--- config.mk ---
export PLATFORM = sky130hd
export DESIGN_NAME = cpa_stim_gen
export DESIGN_NICKNAME = d
export VERILOG_FILES = /design/src/rtl/cpa_stim_gen.sv
export SDC_FILE = /design/constraint.sdc
export NUM_CORES = 1
export LEC_CHECK = 0
export BUFFER_PORTS_ARGS = -buffer_cell sky130_fd_sc_hd__buf_2
export CORE_MARGIN = 2
export CORE_UTILIZATION = 52
export CTS_CLUSTER_SIZE = 25
export DETAILED_ROUTE_END_ITERATION = 16
export PLACE_DENSITY = 0.79
export SETUP_SLACK_MARGIN = 0.05
export SLEW_MARGIN = 20
export SYNTH_ARGS = -nofsm -noshare
export SYNTH_HDL_FRONTEND = slang
export SYNTH_SLANG_ARGS = --single-unit
--- constraint.sdc ---
create_clock -name clk -period 1.88 [get_ports clk]
set_input_delay 0.376 -clock clk [delete_from_list [all_inputs] [get_ports clk]]
set_output_delay 0.376 -clock clk [all_outputs]
set_load 0.02 [all_outputs]
--- src/rtl/cpa_stim_gen.sv ---
// cpa_stim_gen: plaintext/key sequencer for CPA/TVLA trace campaigns.
// Generates one plaintext/key pair per trace, hands it to the cipher core
// with a valid/ready handshake, waits for completion, then inserts a quiet
// gap so consecutive traces line up. Text and key sources are Fibonacci LFSRs
// that persist across campaigns, so every campaign draws fresh values.
module cpa_stim_gen #(
  parameter int unsigned       TEXT_W     = 128,
  parameter int unsigned       KEY_W      = 128,
  parameter int unsigned       CNT_W      = 16,
  parameter logic [TEXT_W-1:0] TEXT_TAPS  = 'h14000003,
  parameter logic [KEY_W-1:0]  KEY_TAPS   = 'h14000003,
  parameter logic [TEXT_W-1:0] TEXT_SEED  = 'h1,
  parameter logic [KEY_W-1:0]  KEY_SEED   = 'h1,
  parameter logic [TEXT_W-1:0] FIXED_TEXT = '0,
  parameter logic [KEY_W-1:0]  FIXED_KEY  = 'h1,
  parameter int unsigned       GAP_CYCLES = 4
) (
  input  logic              clk,
  input  logic              reset_n,
  input  logic              ena,
  input  logic              start,
  input  logic              abort,
  input  logic [1:0]        mode,
  input  logic [CNT_W-1:0]  num_traces,
  input  logic              out_ready,
  input  logic              ct_done,
  output logic [TEXT_W-1:0] plainText,
  output logic [KEY_W-1:0]  cypher_key,
  output logic              out_valid,
  output logic [CNT_W-1:0]  trace_idx,
  output logic              trace_class,
  output logic              busy,
  output logic              done
);

  // A zero seed would lock the LFSR, so it is replaced by 1.
  localparam logic [TEXT_W-1:0] TEXT_ONE  = TEXT_W'(1);
  localparam logic [KEY_W-1:0]  KEY_ONE   = KEY_W'(1);
  localparam logic [TEXT_W-1:0] TEXT_INIT = (TEXT_SEED == '0) ? TEXT_ONE : TEXT_SEED;
  localparam logic [KEY_W-1:0]  KEY_INIT  = (KEY_SEED == '0) ? KEY_ONE : KEY_SEED;

  // Gap counter runs 0 .. GAP_CYCLES-1; kept at least one bit wide.
  localparam int unsigned GAP_LAST = (GAP_CYCLES > 0) ? GAP_CYCLES - 1 : 0;
  localparam int unsigned GAP_W    = (GAP_LAST > 0) ? $clog2(GAP_LAST + 1) : 1;

  typedef enum logic [2:0] {
    S_IDLE, S_GEN, S_PRESENT, S_WAIT_CT, S_GAP, S_FIN
  } state_t;

  state_t              state_q, state_d;
  logic [TEXT_W-1:0]   text_lfsr_q, text_lfsr_d, text_step;
  logic [KEY_W-1:0]    key_lfsr_q, key_lfsr_d, key_step;
  logic [1:0]          mode_q, mode_d;
  logic [CNT_W-1:0]    num_q, num_d;
  logic [CNT_W-1:0]    cnt_q, cnt_d, cnt_inc;
  logic [GAP_W-1:0]    gap_q, gap_d;
  logic [TEXT_W-1:0]   plain_q, plain_d;
  logic [KEY_W-1:0]    key_q, key_d;
  logic                valid_q, valid_d;
  logic [CNT_W-1:0]    idx_q, idx_d;
  logic                class_q, class_d;
  logic                busy_q, busy_d;
  logic                done_q, done_d;

  // One Fibonacci step for each LFSR; an all-zero state recovers to 1.
  always_comb begin
    text_step = (text_lfsr_q == '0) ? TEXT_ONE
              : {text_lfsr_q[TEXT_W-2:0], ^(text_lfsr_q & TEXT_TAPS)};
    key_step  = (key_lfsr_q == '0) ? KEY_ONE
              : {key_lfsr_q[KEY_W-2:0], ^(key_lfsr_q & KEY_TAPS)};
    cnt_inc   = cnt_q + CNT_W'(1);
  end

  // Next-state and output logic of the campaign FSM.
  always_comb begin
    state_d     = state_q;
    text_lfsr_d = text_lfsr_q;
    key_lfsr_d  = key_lfsr_q;
    mode_d      = mode_q;
    num_d       = num_q;
    cnt_d       = cnt_q;
    gap_d       = gap_q;
    plain_d     = plain_q;
    key_d       = key_q;
    valid_d     = valid_q;
    idx_d       = idx_q;
    class_d     = class_q;
    busy_d      = busy_q;
    done_d      = 1'b0;

    case (state_q)
      S_IDLE: begin
        if (start) begin
          mode_d  = mode;
          num_d   = num_traces;
          cnt_d   = '0;
          busy_d  = 1'b1;
          state_d = (num_traces != '0) ? S_GEN : S_FIN;
        end
      end

      S_GEN: begin
        state_d = S_PRESENT;
        valid_d = 1'b1;
        idx_d   = cnt_q;
        case (mode_q)
          2'd0: begin
            text_lfsr_d = text_step;
            plain_d     = text_step;
            key_d       = FIXED_KEY;
            class_d     = 1'b1;
          end
          2'd1: begin
            text_lfsr_d = text_step;
            key_lfsr_d  = key_step;
            plain_d     = text_step;
            key_d       = key_step;
            class_d     = 1'b1;
          end
          2'd2: begin
            // TVLA interleave: even traces fixed class, odd traces random.
            key_d = FIXED_KEY;
            if (cnt_q[0]) begin
              text_lfsr_d = text_step;
              plain_d     = text_step;
              class_d     = 1'b1;
            end else begin
              plain_d = FIXED_TEXT;
              class_d = 1'b0;
            end
          end
          default: begin
            plain_d = FIXED_TEXT;
            key_d   = FIXED_KEY;
            class_d = 1'b0;
          end
        endcase
      end

      S_PRESENT: begin
        if (out_ready) begin
          valid_d = 1'b0;
          state_d = S_WAIT_CT;
        end
      end

      S_WAIT_CT: begin
        if (ct_done) begin
          cnt_d = cnt_inc;
          gap_d = '0;
          if (cnt_inc == num_q)    state_d = S_FIN;
          else if (GAP_CYCLES == 0) state_d = S_GEN;
          else                      state_d = S_GAP;
        end
      end

      S_GAP: begin
        if (gap_q == GAP_W'(GAP_LAST)) state_d = S_GEN;
        else                           gap_d   = gap_q + GAP_W'(1);
      end

      S_FIN: begin
        done_d  = 1'b1;
        busy_d  = 1'b0;
        state_d = S_IDLE;
      end

      default: state_d = S_IDLE;
    endcase
  end

  // State register: abort overrides ena; ena low freezes everything else.
  always_ff @(posedge clk or negedge reset_n) begin
    if (!reset_n) begin
      state_q     <= S_IDLE;
      text_lfsr_q <= TEXT_INIT;
      key_lfsr_q  <= KEY_INIT;
      mode_q      <= '0;
      num_q       <= '0;
      cnt_q       <= '0;
      gap_q       <= '0;
      plain_q     <= '0;
      key_q       <= '0;
      valid_q     <= 1'b0;
      idx_q       <= '0;
      class_q     <= 1'b0;
      busy_q      <= 1'b0;
      done_q      <= 1'b0;
    end else if (abort) begin
      state_q <= S_IDLE;
      valid_q <= 1'b0;
      busy_q  <= 1'b0;
      done_q  <= 1'b0;
    end else if (ena) begin
      state_q     <= state_d;
      text_lfsr_q <= text_lfsr_d;
      key_lfsr_q  <= key_lfsr_d;
      mode_q      <= mode_d;
      num_q       <= num_d;
      cnt_q       <= cnt_d;
      gap_q       <= gap_d;
      plain_q     <= plain_d;
      key_q       <= key_d;
      valid_q     <= valid_d;
      idx_q       <= idx_d;
      class_q     <= class_d;
      busy_q      <= busy_d;
      done_q      <= done_d;
    end
  end

  assign plainText   = plain_q;
  assign cypher_key  = key_q;
  assign out_valid   = valid_q;
  assign trace_idx   = idx_q;
  assign trace_class = class_q;
  assign busy        = busy_q;
  assign done        = done_q;

endmodule

# [Word level (Yosys, flattened, before mapping)]
# Index checks and enable logic that the tools add are counted.
[word_totals] elab_cells=92 input_bits=25 register_bits=571
[op_classes] n_eq_ne=17 n_addsub=2 reduce_logical=23 mux=35 n_bitwise=1
[op_table] cell="$mux 128" count=5
[op_table] cell="$pmux 128 s2" count=2
[op_table] cell="$logic_not 128->1" count=2
[op_table] cell="$reduce_xor 128->1" count=2
[op_table] cell="$mux 16" count=2
[op_table] cell="$pmux 16 s2" count=1
[op_table] cell="$mux 3" count=7
[op_table] cell="$reduce_and 5->1" count=4
[op_table] cell="$add 16x1->16 const B" count=1
[op_table] cell="$eq 16x16->1" count=1
[op_table] cell="$reduce_bool 16->1" count=1
[op_table] cell="$pmux 3 s5" count=1
[op_table] cell="$ne 3x3->1 const B" count=4
[op_table] cell="$mux 1" count=11
[op_table] cell="$reduce_and 3->1" count=3
[op_table] cell="$ne 2x2->1 const B" count=4
[op_table] cell="$reduce_and 4->1" count=2
[op_table] cell="$reduce_bool 2->1" count=4
[op_table] cell="$eq 3x2->1 const B" count=2
[op_table] cell="$eq 3x3->1 const B" count=2
[op_table] cell="$pmux 1 s2" count=3
[op_table] cell="$reduce_bool 3->1" count=2
[op_table] cell="$eq 2x2->1 const B" count=2
[op_table] cell="$mux 2" count=2
[op_table] cell="other kinds (8)" count=8

# [Logic depth before layout (Yosys ltp)]
[logic_depth] ltp_word=7 ltp_mapped=10 depth_no_buf=8

# [Least setup slack after synthesis]
# OpenSTA, ideal clock, no wires.
[synth_path] kind="reg-to-reg" startpoint="register cnt_q[1]" endpoint="register state_q[0]" stages_incl_launch_ff=8 setup_slack_ns=0.089 setup_ns=0.066 arrival_time_ns=1.725 cell_sequence="dfrtp_1 -> ha_1 -> xnor2_1 -> nand2_1 -> nor4_2 -> o21ai_1 -> a2111oi_2 -> a41o_1"
[synth_between] elab_chain_cells=7
[synth_rtl] item="start: declaration" line_no="55" source="logic [CNT_W-1:0] cnt_q, cnt_d, cnt_inc;"
[synth_rtl] item="start signal: assignment" line_no="200" source="cnt_q <= cnt_d;"
[synth_rtl] item="$add 16x1->16" line_no="71" source="cnt_inc = cnt_q + CNT_W'(1);"
[synth_rtl] item="$eq 16x16->1" line_no="151" source="if (cnt_inc == num_q) state_d = S_FIN;"
[synth_rtl] item="$mux 1" line_no="151"
[synth_rtl] item="$mux 3" line_no="148" source="if (ct_done) begin"
[synth_rtl] item="$pmux 3 s5" line_no="91" source="case (state_q)"
[synth_rtl] item="$mux 3" line_no="194" source="end else if (ena) begin"
[synth_rtl] item="$mux 3" line_no="189" source="end else if (abort) begin"
[synth_rtl] item="end signal: assignment" line_no="195" source="state_q <= state_d;"
[synth_rtl] item="end: declaration" line_no="50" source="state_t state_q, state_d;"
# No other way between the ends. The select of a mux whose other input is x is not followed.
# A chain may end at the register's enable or synchronous reset.

# [Worst setup path in the final report]
[layout_path] startpoint="register key_lfsr_q[103]" endpoint="register key_lfsr_q[0]"
[layout_between] elab_chain_cells=2
[layout_rtl] item="start: declaration" line_no="52" source="logic [KEY_W-1:0] key_lfsr_q, key_lfsr_d, key_step;"
[layout_rtl] item="start signal: assignment" line_no="197" source="key_lfsr_q <= key_lfsr_d;"
[layout_rtl] item="$logic_not 128->1" line_no="69" source="key_step = (key_lfsr_q == '0) ? KEY_ONE"
[layout_rtl] item="$mux 128" line_no="69"
# No other way between the ends.

==> out/results.txt <==
The path with the worst hold slack has its endpoint at num_q[3]. The first detailed-routing pass ran for 5 iterations. The worst hold path begins at num_traces[3]. The tools report the area enclosed by the die boundary as 44500 um^2.

In this run the worst hold path is classified as in2reg. The post-synth design cell area was 22300 um^2; the vertical die dimension was 211 um. The remaining antenna violation count after routing came out at 0. Registers take 14300 um^2. The maximum VDD drop is 0.656 mV, and the diode insertion count for antenna repair is 0. The most instantiated library cell after synthesis was nand2_1. The run gives 7790 um^2 as the area of combinational cells with multiple inputs. The logs give 42100 um^2 for the core outline area and 0.62 ns for the insertion delay to the later sink of the worst-skew pair. In this run the critical register-to-register path is launched from key_lfsr_q[103]. The count of unresolved DRC violations after routing came out at 0. The number of clock sinks seen by CTS was 571; the number of enable-type register cells in the synthesized netlist was 0. The proportion of power drawn by combinational gates was 0.078.

The logs give 0 for the total count of max-transition violations in the final report and 0.497 for the share of power burned in registers. Sorting the synthesized cells by area gives the leading types as dfrtp_1, nand2_1, a22o_1. The initial antenna violation count is 0. After routing the design area is 28100 um^2. The largest buffer count on any clock path came out at 3. Fraction of post-synthesis cell area in the top cell type by area: 0.639.

Buffers inserted during clock tree synthesis total 57. The fraction of final layout cells with drive strength greater than 1 was 0.260. The tools report the capturing point of the worst reg2reg path as key_lfsr_q[0]. The checks that failed: setup timing. Hold is met by 0.0305 ns. The via density per instance was 5.65; the initial core utilization was 0.529. For the data required time at the worst endpoint, the log shows 2.44 ns.

At the pin with the least slew margin, the transition time is 0.606 ns. In this run the horizontal extent of the chip is 211 um. The part of the Yosys area used for sequential elements was 0.642. Most common flop cell mapped by yosys: dfrtp_1. The analysis attributes to net switching a power of 0.00626 W. The critical path is of the reg2reg type. Maximum fanout along the worst path: 4. The tree is rooted in a clkbuf_16.

Summing all placed instances gives a cell area of 25300 um^2. The total track usage came out at 0.256. The final critical-path required period is 1.89 ns.

The logs give 15.9 nW for the leakage power of the design and 38500 um for the total half-perimeter wirelength after legalization and detailed placement. The floorplan has 75 rows. In the final routed layout, each cell accounts on average for 19.2 um. Fill cells in the final layout number 2957.

The number of nets in the layout is 2565, and the number of nets in the synthesized netlist is 2158. The switching part of the total is 0.241. The post-route worst setup slack is -0.00995 ns.

The fraction of the cycle the final worst path needs works out to 1.01. dfrtp_1 takes more of the synthesized area than any other cell. The kind of end point of the critical path was a flop. Setup repair after global routing could not meet its margin everywhere. The relative max-transition margin was 0.596. The synthesized flop and latch total is 571.

Sorting the synthesized cells by how often they occur yields nand2_1, dfrtp_1, a22o_1. The number of max-capacitance violations reported is 0. The synthesized area divided by synthesized cell count was 10.5 um^2.

The power density of the placed cells works out to 922 nW/um^2. The first routing iteration left 1497 violations. The run finished, with violations left.

The number of cells traversed by the worst register-to-register path is 7. The detailed router placed 17597 vias in this run. The number of endpoints failing setup at the final stage was 3. The number of global-route vias before repair was 16981; the maximum clock rate was 0.529 GHz. The worst reg-to-reg setup slack is -0.01 ns.

The logs give 0 for the final count of hold timing violations and 0 for the count of yosys warnings during synthesis. Cell count of the worst hold path: 2. Entering global routing, the biggest net connects 119 pins. Final setup skew: 0.0243 ns. At the end of routability-driven placement, the weighted congestion stood at 0.897.

The global-route wire length before repair is 90600 um, and the portion of total power attributed to the clock network is 0.425. The total internal power was 0.0197 W. Port buffering added 300 buffers. The async set or reset register ratio after synthesis is 1.00, and the minimum setup slack after placement is -0.374 ns. For the post-synthesis instance total, the log shows 2129.

The clock-pin slew on the worst setup and hold paths was 0.06 ns. In this run the count of I/O pins placed on the die edge is 301. For this run the aggregate overflow at the end of global routing stands at 0. The worst setup path is launched from a flop. The routed design has 59800 um of wire.

TritonCTS built the clock tree. From synthesis to final layout, the design area changed by 26.4%. Yosys mapped the design onto 62 distinct sky130hd cell types. The deepest level of the CTS H-tree was 2; the critical path data arrival time was 2.45 ns.
## logic make-up after synthesis
| family | after synthesis | synth area share |
|---|---|---|
| AOI/OAI and AO/OA | 249 | 0.0891 |
| xor gates and xnor gates | 23 | 0.00905 |
| adders and majority gates | 4 | 0.00225 |
| buffers and inverters | 131 | 0.0298 |
| DFF | 571 | 0.642 |
| muxes | 39 | 0.0197 |
| and+or+nand+nor | 1112 | 0.208 |
## per-stage QoR
stage	util	instances	setup TNS [ns]	power [W]
floorplan	-	2129	0	0.0140
global placement	0.599	2970	-3.68	0.0148
detailed placement	0.599	2970	-4.37	0.0149
global route	0.668	3117	-0.665	0.0268
CTS	0.652	3089	0	0.0259
finish	0.668	3117	-0.0245	0.0260
## critical path, stage by stage, from the launching register on
cell and delay (ns):
dfrtp_1 0.44, nor4_1 0.40, nand4_1 0.18, nor4_2 0.31, buf_4 0.19, nand3_4 0.09
nand3_2 0.08, a21boi_2 0.15
## area by class of cell
type / instances / area share
Clock buffer: 84 / 0.0575
Sequential cell: 571 / 0.508
Tap cell: 539 / 0.0240
Clock inverter: 17 / 0.00609
Multi-Input combinational cell: 1427 / 0.277
Timing Repair Buffer: 473 / 0.127
Inverter: 6 / 0.000800
## flip-flops by register name, indices dropped and copies added, names as in the netlist
register and flops:
plainText 128, done 1, state_q 3, trace_idx 16
gap_q 2, num_q 16, text_lfsr_q 128, cypher_key 128
busy 1, trace_class 1, cnt_q 16, key_lfsr_q 128
mode_q 2, out_valid 1
## metal layers
layer / vias up / track usage / part of all wire
met5: - / 0 / 0
li1: 7941 / - / -
met3: 127 / 0.0583 / 0.076
met4: 0 / 0.0974 / 0.030
met2: 710 / 0.405 / 0.48
met1: 8819 / 0.348 / 0.41
## layout by cell type, fill, tap and decap left out, drive strengths merged, types with 2 or more instances in the layout
master | synthesis | layout
a211oi | 2 | 2
a21boi | 2 | 2
a21o | 6 | 6
a21oi | 21 | 21
a22o | 172 | 172
a31oi | 2 | 2
and2 | 4 | 4
and3 | 4 | 4
and4 | 2 | 2
buf | 82 | 455
bufinv | 0 | 2
clkbuf | 43 | 96
clkinv | 0 | 8
clkinvlp | 0 | 4
dfrtp | 569 | 569
dfstp | 2 | 2
dlygate4sd3 | 0 | 6
ha | 4 | 4
inv | 6 | 9
mux2 | 38 | 38
nand2 | 944 | 944
nand2b | 8 | 8
nand3 | 14 | 14
nand4 | 21 | 21
nand4b | 2 | 2
nor2 | 24 | 24
nor3 | 5 | 5
nor3b | 3 | 3
nor4 | 71 | 71
nor4b | 2 | 2
o21ai | 29 | 29
o31ai | 6 | 6
or2 | 2 | 2
or3 | 2 | 2
xnor2 | 14 | 14
xor2 | 9 | 9
## power by group through the flow
stage / Sequential [W] / Clock (W) / Combinational [W]
final: 0.0129 / 0.0110 / 0.00202
after global routing: 0.0129 / 0.0117 / 0.00220
after CTS: 0.0129 / 0.0112 / 0.00189
after detailed placement: 0.0131 / 0 / 0.00178
after global placement: 0.0131 / 0 / 0.00173
after floorplan: 0.0131 / 0 / 0.000866
## worst max path at each step
stage	startpoint	depth (start not counted)	end	slack, ns
global route	key_lfsr_q[103]	7	key_lfsr_q[0]	-0.13
CTS	key_lfsr_q[108]	8	cypher_key[0]	0.03
finish	key_lfsr_q[103]	7	key_lfsr_q[0]	-0.01
detailed placement	key_lfsr_q[79]	6	cypher_key[0]	-0.37
floorplan	cnt_q[1]	7	state_q[0]	0.09
global placement	key_lfsr_q[79]	6	cypher_key[0]	-0.33
## repair_timing
item / in CTS / in global routing
hold endpoints to repair: 35 / 0
gates cloned: 0 / 13
setup endpoints to repair: 315 / 357
gates resized for setup: 55 / 49
hold buffers: 6 / 0
pin swaps: 14 / 26
buffers inserted: 12 / 15
Note: power is estimated with default switching activity, not from simulation.
